[src/rtl/udma_l2_rd_arbiter_pkg.sv]
// Shared types for the uDMA L2 read arbiter: datasize encoding, return tag and defaults.
// Tags travel through the in-order ID FIFO and steer returning data to its owner.
package udma_l2_rd_arbiter_pkg;

    localparam int unsigned L2_AWIDTH_NOAL    = 19;
    localparam int unsigned UDMA_RD_MAX_OUTST = 2;
    // Tag ID field is fixed-width so the struct stays parameter-free; supports up to 16 channels.
    localparam int unsigned UDMA_RD_ID_W      = 4;

    typedef enum logic [1:0] {
        RdByte = 2'd0,
        RdHalf = 2'd1,
        RdWord = 2'd2
    } udma_rd_size_e;

    typedef struct packed {
        logic [UDMA_RD_ID_W-1:0] id;
        logic [1:0]              offset;
        udma_rd_size_e           size;
    } udma_rd_tag_t;

    // Encoding 3 is not a legal size and is handled as a full word.
    function automatic udma_rd_size_e rd_size_from_bits(logic [1:0] ds);
        case (ds)
            2'd0:    return RdByte;
            2'd1:    return RdHalf;
            default: return RdWord;
        endcase
    endfunction

endpackage

[src/rtl/udma_l2_rd_arbiter_if.sv]
// TX-side L2 read port: request/grant with address, later rvalid/rdata.
// The arbiter drives it through the master modport; the L2 side uses slave.
interface udma_l2_rd_arbiter_if #(
    parameter int unsigned DATA_W = 32
) ();
    logic              req;
    logic              gnt;
    logic [31:0]       addr;
    logic [DATA_W-1:0] rdata;
    logic              rvalid;

    modport master (output req, output addr, input gnt, input rdata, input rvalid);
    modport slave  (input req, input addr, output gnt, output rdata, output rvalid);
endinterface

[src/rtl/udma_rd_tag_fifo.sv]
// Small synchronous FIFO of arbitrary entry type with occupancy count.
// Push and pop in the same cycle are both honoured; push when full and pop when empty are dropped.
module udma_rd_tag_fifo #(
    parameter int unsigned  Depth = 2,
    parameter type          T     = logic,
    localparam int unsigned PtrW  = (Depth > 1) ? $clog2(Depth) : 1,
    localparam int unsigned CntW  = $clog2(Depth + 1)
) (
    input  logic            clk_i,
    input  logic            rst_i,
    input  logic            push_i,
    input  T                data_i,
    input  logic            pop_i,
    output T                data_o,
    output logic            full_o,
    output logic            empty_o,
    output logic [CntW-1:0] count_o
);

    T                mem_q [Depth];
    logic [PtrW-1:0] wr_ptr_q, wr_ptr_d, rd_ptr_q, rd_ptr_d;
    logic [CntW-1:0] count_q, count_d;
    logic            do_push, do_pop;

    function automatic logic [PtrW-1:0] next_ptr(logic [PtrW-1:0] p);
        return (p == PtrW'(Depth - 1)) ? '0 : p + PtrW'(1);
    endfunction

    assign full_o  = (count_q == CntW'(Depth));
    assign empty_o = (count_q == '0);
    assign do_push = push_i & ~full_o;
    assign do_pop  = pop_i & ~empty_o;
    assign data_o  = mem_q[rd_ptr_q];
    assign count_o = count_q;

    always_comb begin
        wr_ptr_d = do_push ? next_ptr(wr_ptr_q) : wr_ptr_q;
        rd_ptr_d = do_pop ? next_ptr(rd_ptr_q) : rd_ptr_q;
        count_d  = count_q;
        if (do_push && !do_pop) begin
            count_d = count_q + CntW'(1);
        end else if (do_pop && !do_push) begin
            count_d = count_q - CntW'(1);
        end
    end

    always_ff @(posedge clk_i) begin
        if (rst_i) begin
            wr_ptr_q <= '0;
            rd_ptr_q <= '0;
            count_q  <= '0;
        end else begin
            wr_ptr_q <= wr_ptr_d;
            rd_ptr_q <= rd_ptr_d;
            count_q  <= count_d;
        end
    end

    always_ff @(posedge clk_i) begin
        if (do_push) begin
            mem_q[wr_ptr_q] <= data_i;
        end
    end

endmodule

[src/rtl/udma_l2_rd_arbiter.sv]
// Round-robin share of the TX L2 read port among N_CH requesters, with a lock across stalled
// requests and in-order routing of returned words to their owner, aligned and zero-extended.
module udma_l2_rd_arbiter
    import udma_l2_rd_arbiter_pkg::*;
#(
    parameter int unsigned  N_CH      = 4,
    parameter int unsigned  ADDR_W    = L2_AWIDTH_NOAL,
    parameter int unsigned  DATA_W    = 32,
    parameter int unsigned  MAX_OUTST = UDMA_RD_MAX_OUTST,
    localparam int unsigned ID_W      = $clog2(N_CH),
    localparam int unsigned CntW      = $clog2(MAX_OUTST + 1)
) (
    input  logic                         clk_i,
    input  logic                         rst_i,
    input  logic [N_CH-1:0]              ch_req_i,
    input  logic [N_CH-1:0][ADDR_W-1:0]  ch_addr_i,
    input  logic [N_CH-1:0][1:0]         ch_datasize_i,
    output logic [N_CH-1:0]              ch_gnt_o,
    output logic [N_CH-1:0]              ch_valid_o,
    output logic [DATA_W-1:0]            ch_data_o,
    udma_l2_rd_arbiter_if.master         l2_io,
    input  logic [31-ADDR_W:0]           l2_src_i,
    output logic                         busy_o,
    output logic                         err_o
);

    logic [ID_W-1:0]   ptr_q, ptr_d, lock_id_q, lock_id_d;
    logic [ID_W-1:0]   rr_id, cand, win_id;
    logic              lock_q, lock_d, err_q, err_d;
    logic              rr_found, lock_hold, lock_drop;
    logic              l2_req, grant, pop, stray;
    logic              fifo_full, fifo_empty;
    logic [CntW-1:0]   fifo_count;
    udma_rd_tag_t      push_tag, head_tag;
    logic [DATA_W-1:0] shifted, mask;

    // First requester after the last winner, wrapping around.
    always_comb begin
        rr_found = 1'b0;
        rr_id    = ptr_q;
        cand     = ptr_q;
        for (int unsigned i = 1; i <= N_CH; i++) begin
            cand = ID_W'((32'(ptr_q) + i) % N_CH);
            if (!rr_found && ch_req_i[cand]) begin
                rr_found = 1'b1;
                rr_id    = cand;
            end
        end
    end

    // A lock whose owner withdrew is abandoned at once so no one else is granted in its name.
    assign lock_hold = lock_q & ch_req_i[lock_id_q];
    assign lock_drop = lock_q & ~ch_req_i[lock_id_q];
    assign win_id    = lock_hold ? lock_id_q : rr_id;

    assign l2_req     = (|ch_req_i) & ~fifo_full;
    assign grant      = l2_req & l2_io.gnt;
    assign l2_io.req  = l2_req;
    assign l2_io.addr = l2_req ? {l2_src_i, ch_addr_i[win_id][ADDR_W-1:2], 2'b00} : 32'h0;
    assign ch_gnt_o   = grant ? (N_CH'(1) << win_id) : '0;

    assign push_tag.id     = UDMA_RD_ID_W'(win_id);
    assign push_tag.offset = ch_addr_i[win_id][1:0];
    assign push_tag.size   = rd_size_from_bits(ch_datasize_i[win_id]);

    udma_rd_tag_fifo #(
        .Depth (MAX_OUTST),
        .T     (udma_rd_tag_t)
    ) u_tag_fifo (
        .clk_i   (clk_i),
        .rst_i   (rst_i),
        .push_i  (grant),
        .data_i  (push_tag),
        .pop_i   (pop),
        .data_o  (head_tag),
        .full_o  (fifo_full),
        .empty_o (fifo_empty),
        .count_o (fifo_count)
    );

    assign pop   = l2_io.rvalid & ~fifo_empty;
    assign stray = l2_io.rvalid & fifo_empty;

    always_comb begin
        shifted = l2_io.rdata >> {head_tag.offset, 3'b000};
        case (head_tag.size)
            RdByte:  mask = DATA_W'(8'hFF);
            RdHalf:  mask = DATA_W'(16'hFFFF);
            default: mask = '1;
        endcase
    end

    assign ch_valid_o = pop ? (N_CH'(1) << head_tag.id) : '0;
    assign ch_data_o  = pop ? (shifted & mask) : '0;
    assign busy_o     = (fifo_count != '0);
    assign err_o      = err_q;

    always_comb begin
        ptr_d     = ptr_q;
        lock_d    = lock_q;
        lock_id_d = lock_id_q;
        err_d     = err_q | lock_drop | stray;
        if (grant) begin
            ptr_d  = win_id;
            lock_d = 1'b0;
        end else begin
            lock_d    = l2_req;
            lock_id_d = win_id;
        end
    end

    always_ff @(posedge clk_i) begin
        if (rst_i) begin
            ptr_q     <= ID_W'(N_CH - 1);
            lock_q    <= 1'b0;
            lock_id_q <= '0;
            err_q     <= 1'b0;
        end else begin
            ptr_q     <= ptr_d;
            lock_q    <= lock_d;
            lock_id_q <= lock_id_d;
            err_q     <= err_d;
        end
    end

endmodule
[src/flat_wrapper.sv]
// flat-port wrapper written by rule: the top's interface ports become plain ports
module udma_l2_rd_arbiter_flat import udma_l2_rd_arbiter_pkg::*;
#(
    parameter int unsigned  N_CH      = 4,
    parameter int unsigned  ADDR_W    = L2_AWIDTH_NOAL,
    parameter int unsigned  DATA_W    = 32,
    parameter int unsigned  MAX_OUTST = UDMA_RD_MAX_OUTST,
    localparam int unsigned ID_W      = $clog2(N_CH),
    localparam int unsigned CntW      = $clog2(MAX_OUTST + 1)
)
  (clk_i, rst_i, ch_req_i, ch_addr_i, ch_datasize_i, ch_gnt_o, ch_valid_o, ch_data_o, l2_src_i, busy_o, err_o, l2_io_req, l2_io_addr, l2_io_gnt, l2_io_rdata, l2_io_rvalid);
  udma_l2_rd_arbiter_if #(.DATA_W(DATA_W)) l2_io_i ();
  input  logic clk_i;
  input  logic rst_i;
  input  logic [N_CH-1:0] ch_req_i;
  input  logic [N_CH-1:0][ADDR_W-1:0] ch_addr_i;
  input  logic [N_CH-1:0][1:0] ch_datasize_i;
  output logic [N_CH-1:0] ch_gnt_o;
  output logic [N_CH-1:0] ch_valid_o;
  output logic [DATA_W-1:0] ch_data_o;
  input  logic [31-ADDR_W:0] l2_src_i;
  output logic busy_o;
  output logic err_o;
  output wire logic [$bits(l2_io_i.req)-1:0] l2_io_req;
  output wire logic [$bits(l2_io_i.addr)-1:0] l2_io_addr;
  input wire logic [$bits(l2_io_i.gnt)-1:0] l2_io_gnt;
  input wire logic [$bits(l2_io_i.rdata)-1:0] l2_io_rdata;
  input wire logic [$bits(l2_io_i.rvalid)-1:0] l2_io_rvalid;
  assign l2_io_req = l2_io_i.req;
  assign l2_io_addr = l2_io_i.addr;
  assign l2_io_i.gnt = l2_io_gnt;
  assign l2_io_i.rdata = l2_io_rdata;
  assign l2_io_i.rvalid = l2_io_rvalid;
  udma_l2_rd_arbiter #(.N_CH(N_CH), .ADDR_W(ADDR_W), .DATA_W(DATA_W), .MAX_OUTST(MAX_OUTST)) u_core (.clk_i(clk_i), .rst_i(rst_i), .ch_req_i(ch_req_i), .ch_addr_i(ch_addr_i), .ch_datasize_i(ch_datasize_i), .ch_gnt_o(ch_gnt_o), .ch_valid_o(ch_valid_o), .ch_data_o(ch_data_o), .l2_io(l2_io_i), .l2_src_i(l2_src_i), .busy_o(busy_o), .err_o(err_o));
endmodule
[config.mk]
export PLATFORM = sky130hd
export DESIGN_NAME = udma_l2_rd_arbiter_flat
export DESIGN_NICKNAME = d
export VERILOG_FILES = /design/src/rtl/udma_l2_rd_arbiter_pkg.sv /design/src/rtl/udma_l2_rd_arbiter_if.sv /design/src/rtl/udma_rd_tag_fifo.sv /design/src/rtl/udma_l2_rd_arbiter.sv /design/src/flat_wrapper.sv
export SDC_FILE = /design/constraint.sdc
export NUM_CORES = 1
export LEC_CHECK = 0
export CAP_MARGIN = 10
export CORE_UTILIZATION = 32
export DETAILED_ROUTE_END_ITERATION = 10
export GPL_TIMING_DRIVEN = 0
export PLACE_DENSITY_LB_ADDON = 0.08
export SETUP_SLACK_MARGIN = 0.1
export SYNTH_ARGS = -nofsm -noshare
export SYNTH_HDL_FRONTEND = slang
export SYNTH_SLANG_ARGS = --single-unit
[constraint.sdc]
create_clock -name clk_i -period 4.1 [get_ports clk_i]
set_clock_uncertainty 0.1 [all_clocks]
set_input_delay 1.025 -clock clk_i [delete_from_list [all_inputs] [get_ports clk_i]]
set_output_delay 1.025 -clock clk_i [all_outputs]
set_load 0.02 [all_outputs]
==> flow_results.xml <==
<?xml version="1.0" encoding="UTF-8"?>
<metrics>
  <group name="power_and_ir_drop">
    <metric name="power.clock.fraction" unit="%">6.1</metric>
    <metric name="power.internal" unit="mW">1.195</metric>
    <metric name="power.density_cell_area" unit="nW/um2">456.9</metric>
    <metric name="leakage_power_of_the_design" unit="nW">2.105</metric>
    <metric name="power_switching_share" unit="%">45.95</metric>
    <metric name="sequentialPowerShare" unit="%">16.3</metric>
    <metric name="power.ir.vdd_worst" unit="mV">0.2158</metric>
    <metric name="power_switching" unit="mW">1.016</metric>
    <metric name="power.combinational.fraction" unit="%">77.6</metric>
  </group>
  <group name="sta">
    <metric name="finalCriticalPeriod" unit="ps">3980</metric>
    <metric name="timing.final.crit_share" unit="%">97.08</metric>
    <metric name="timing_worst_slew_pin_value" unit="ps">552.9</metric>
    <metric name="rsz_0062_raised_after_global_routing" unit="">true</metric>
    <metric name="worst_slew_margin_rel" unit="%">63.01</metric>
    <metric name="timing_hold_violations_final" unit="">0</metric>
    <metric name="timing.setup.tns" unit="ps">0</metric>
    <metric name="max_freq" unit="MHz">251.2</metric>
    <metric name="slew_violations" unit="">0</metric>
    <metric name="finalSetupViolCount" unit="">0</metric>
  </group>
  <group name="place">
    <metric name="io_buffer_count" unit="">209</metric>
    <metric name="dpl_cell_area" unit="um2">4654</metric>
    <metric name="placedCellCount" unit="">601</metric>
    <metric name="routabilityCongestion" unit="">0.7465</metric>
    <metric name="dp_hpwl" unit="um">7811</metric>
  </group>
  <group name="min_path">
    <metric name="hold_path_depth" unit="">2</metric>
    <metric name="timing.hold.worst.start" unit="">u_core.err_o</metric>
    <metric name="holdPathEnd" unit="">u_core.err_o</metric>
    <metric name="worstHoldPathType" unit="">flip-flop to flip-flop</metric>
  </group>
  <group name="critical_path">
    <metric name="path_class" unit="">input pin to output pin</metric>
    <metric name="reg2reg_to" unit="">u_core.u_tag_fifo.mem_q[1][1]</metric>
    <metric name="worst-endpoint-required" unit="ps">2970</metric>
    <metric name="worst-r2r-setup-slack" unit="ps">1510</metric>
    <metric name="path_max_fanout" unit="">7</metric>
    <metric name="critical_path_arrival" unit="ps">2860</metric>
    <metric name="cp-end-kind" unit="">output pin</metric>
    <metric name="worst_path_largest_cell_delay" unit="ps">390</metric>
    <metric name="timing.critical_path.cells" unit="">buf_8 &gt; mux2_4 &gt; and3b_4 &gt; a31oi_4 &gt; mux2_4 &gt; buf_12 &gt; buf_12 &gt; mux2i_1 &gt; o22ai_1 &gt; buf_4</metric>
    <metric name="worst_r2r_path_depth" unit="">9</metric>
    <metric name="timing.critical_path.slowest_stage_cell" unit="">sky130_fd_sc_hd__mux2_4</metric>
    <metric name="timing.critical_path.from_type" unit="">input pin</metric>
    <metric name="timing.rr.start" unit="">u_core.lock_id_q[1]</metric>
  </group>
  <group name="cts">
    <metric name="clk_pin_slew_worst_paths" unit="ps">80</metric>
    <metric name="cts_sinks" unit="">23</metric>
    <metric name="clock_tree.htree_level_count" unit="">1</metric>
    <metric name="clock-root-buffer" unit="">sky130_fd_sc_hd__clkbuf_8</metric>
    <metric name="numCtsBuffers" unit="">3</metric>
    <metric name="max-clock-path-buffers" unit="">2</metric>
    <metric name="clkLatencyLatePin" unit="ps">260</metric>
    <metric name="tritoncts" unit="">done</metric>
  </group>
  <group name="global_routing">
    <metric name="globalRouteTotalUtil" unit="%">23.08</metric>
    <metric name="grt_first_pass_wirelength" unit="um">14150</metric>
    <metric name="first_global_vias" unit="">2883</metric>
    <metric name="antenna_found_initial" unit="">0</metric>
    <metric name="globalRoute.totalOverflow" unit="">0</metric>
    <metric name="grt_start_max_net_pins" unit="">13</metric>
  </group>
  <group name="finish">
    <metric name="layout_common_cells" unit="">170 x sky130_fd_sc_hd__clkdlybuf4s50_1, 57 x sky130_fd_sc_hd__mux2i_1, 38 x sky130_fd_sc_hd__nor2_1</metric>
    <metric name="diodes" unit="">0</metric>
    <metric name="layout-drive-gt1-share" unit="%">15.61</metric>
    <metric name="layout.core_utilization" unit="%">66.39</metric>
    <metric name="final_area" unit="um2">4841</metric>
    <metric name="final_net_count" unit="">658</metric>
    <metric name="nFillCells" unit="">655</metric>
    <metric name="area.growth.synth_to_final" unit="%">98.82</metric>
    <metric name="finalNonFillerCells" unit="">618</metric>
    <metric name="layout.cells.most_common" unit="">sky130_fd_sc_hd__clkdlybuf4s50_1</metric>
  </group>
  <group name="die">
    <metric name="die_width" unit="um">89.23</metric>
    <metric name="io-pin-count" unit="">212</metric>
    <metric name="row_count" unit="">31</metric>
    <metric name="die_h" unit="um">89.23</metric>
    <metric name="die-area" unit="um2">7962</metric>
    <metric name="initial_utilization" unit="%">33.39</metric>
    <metric name="floorplan.core_area" unit="um2">7292</metric>
  </group>
  <group name="detailed_routing">
    <metric name="ant_nets" unit="">0</metric>
    <metric name="drt_pre_antenna_iters" unit="">4</metric>
    <metric name="avgViaCountPerCell" unit="">4.963</metric>
    <metric name="total_routed_wirelength" unit="um">9634</metric>
    <metric name="drt_iter0_drc" unit="">80</metric>
    <metric name="routed-via-count" unit="">3067</metric>
    <metric name="route.detailed.wl_per_inst" unit="um">15.59</metric>
    <metric name="remaining_drc_errors" unit="">0</metric>
  </group>
  <group name="synth">
    <metric name="synth.cell_area" unit="um2">2435</metric>
    <metric name="count_of_different_cell_masters_after_synthesis" unit="">48</metric>
    <metric name="avgSynthCellArea" unit="um2">8.338</metric>
    <metric name="postSynthRegisterBits" unit="">23</metric>
    <metric name="post_synth_inst_count" unit="">292</metric>
    <metric name="sequential_share_of_the_synthesized_area" unit="%">23.84</metric>
    <metric name="yosys_most_used_dff" unit="">sky130_fd_sc_hd__edfxtp_1</metric>
    <metric name="synthArstFlopShare" unit="%">0</metric>
    <metric name="synthesis.yosys.warnings" unit="">0</metric>
    <metric name="synth_edf_count" unit="">12</metric>
  </group>
  <group name="run_status">
    <metric name="result_of_the_run" unit="">finished clean</metric>
  </group>
  <group name="job">
    <metric name="cap_violations" unit="">0</metric>
  </group>
</metrics>
[synthesized netlist by cell type, types with 2 or more instances]
library cell	n	area, um2
sky130_fd_sc_hd__nand2_1	20	75.07
sky130_fd_sc_hd__buf_4	5	37.54
sky130_fd_sc_hd__o21ai_0	4	20.02
sky130_fd_sc_hd__buf_2	3	15.01
sky130_fd_sc_hd__mux2_4	2	30.03
sky130_fd_sc_hd__a221oi_1	2	17.52
sky130_fd_sc_hd__mux2_2	9	101.4
sky130_fd_sc_hd__nor2_1	39	146.4
sky130_fd_sc_hd__nand2_2	2	12.51
sky130_fd_sc_hd__nor3_1	4	20.02
sky130_fd_sc_hd__nand2b_1	2	12.51
sky130_fd_sc_hd__dfxtp_1	11	220.2
sky130_fd_sc_hd__nand3_1	2	10.01
sky130_fd_sc_hd__a22oi_1	8	60.06
sky130_fd_sc_hd__clkbuf_1	9	33.78
sky130_fd_sc_hd__a211oi_1	9	67.56
sky130_fd_sc_hd__a21oi_1	13	65.06
sky130_fd_sc_hd__and2_1	22	137.6
sky130_fd_sc_hd__o22ai_1	17	106.4
sky130_fd_sc_hd__and3_1	3	18.77
sky130_fd_sc_hd__mux2i_1	57	570.6
sky130_fd_sc_hd__nor2b_1	5	31.28
sky130_fd_sc_hd__xor2_1	3	26.28
sky130_fd_sc_hd__edfxtp_1	12	360.4
sky130_fd_sc_hd__inv_1	6	22.52
[worst max-delay path, delay by kind of cell]
family,cells,cell delay [ps]
AND/OR/NAND/NOR,1,200
multiplexers,3,780
buffers and inverters,4,560
AO/OA/AOI/OAI,2,280
[layer usage]
metal	vias to the layer above	wire [um]	share of wire, %	GRT usage, %
li1	1517	-	-	-
met1	1415	3466	36	24.76
met2	129	5121	53	44.27
met3	6	974	10	7.572
met4	0	71	0.74	4.040
met5	-	0	0	0
[cells by family (layout without fill, tap and decap cells)]
family / after synthesis / after routing / share of synthesized area [%]
and+or+nand+nor: 104 / 104 / 20.71
muxes: 70 / 70 / 29.86
AOI/OAI and AO/OA: 62 / 62 / 17.42
buffers and inverters: 27 / 253 / 6.063
DFF: 23 / 23 / 23.84
xor gates and xnor gates: 4 / 4 / 1.439
adders and majority gates: 1 / 1 / 0.5138
other: 1 / 2 / 0.1540
[power groups by stage]
| stage | clock (mW) | sequential (mW) | combinational (mW) |
|---|---|---|---|
| after CTS | 0.138 | 0.357 | 1.67 |
| after global placement | 0 | 0.355 | 1.64 |
| after global routing | 0.151 | 0.366 | 1.84 |
| after detailed placement | 0 | 0.359 | 1.66 |
| final | 0.136 | 0.361 | 1.72 |
| after floorplan | 0 | 0.352 | 0.972 |
[state kept, by name, indices dropped and copies added, names as in the netlist, named ones only]
register and count:
u_core.lock_q 1, u_core.u_tag_fifo.rd_ptr_q 1, u_core.u_tag_fifo.count_o 2, u_core.u_tag_fifo.wr_ptr_q 1, u_core.err_o 1, u_core.lock_id_q 2, u_core.ptr_q 2, u_core.u_tag_fifo.mem_q 12
[cell type report]
| type | count | area, um2 | area share, % |
|---|---|---|---|
| Multi-Input combinational cell | 243 | 1772 | 36.60 |
| Buffer | 20 | 167.7 | 3.463 |
| Timing Repair Buffer | 222 | 2123 | 43.86 |
| Sequential cell | 23 | 580.6 | 11.99 |
| Inverter | 7 | 28.78 | 0.5945 |
| Tap cell | 99 | 123.9 | 2.559 |
| Clock buffer | 4 | 45.04 | 0.9305 |
[repair_timing]
item                       in CTS  in global routing
resized for setup             119                 40
hold buffers                    0                  0
setup endpoints to repair      60                 40
pin swaps                       2                  4
cloned                          1                  0
setup buffers                   6                  6
[worst max path at each step]
stage                            start        endpoint  slack (ps)
final                      ch_req_i[0]  l2_io_addr[17]         120
after global routing       ch_req_i[0]  l2_io_addr[17]          70
after CTS                 l2_io_rvalid   ch_data_o[25]          60
after detailed placement   ch_req_i[3]   l2_io_addr[8]        -850
after global placement     ch_req_i[3]   l2_io_addr[8]        -820
after floorplan            ch_req_i[0]  l2_io_addr[14]         260
[stage by stage]
stage               total power [mW]  hold slack [ps]  worst slack [ps]
floorplan                      1.323            372.5             262.2
global placement               1.992            367.4            -819.7
detailed placement             2.016            389.6            -848.7
CTS                            2.164            412.8             61.20
global route                   2.359            450.8             66.47
finish                         2.212            401.7             119.9
No activity file was read; power rests on OpenSTA's default activity.
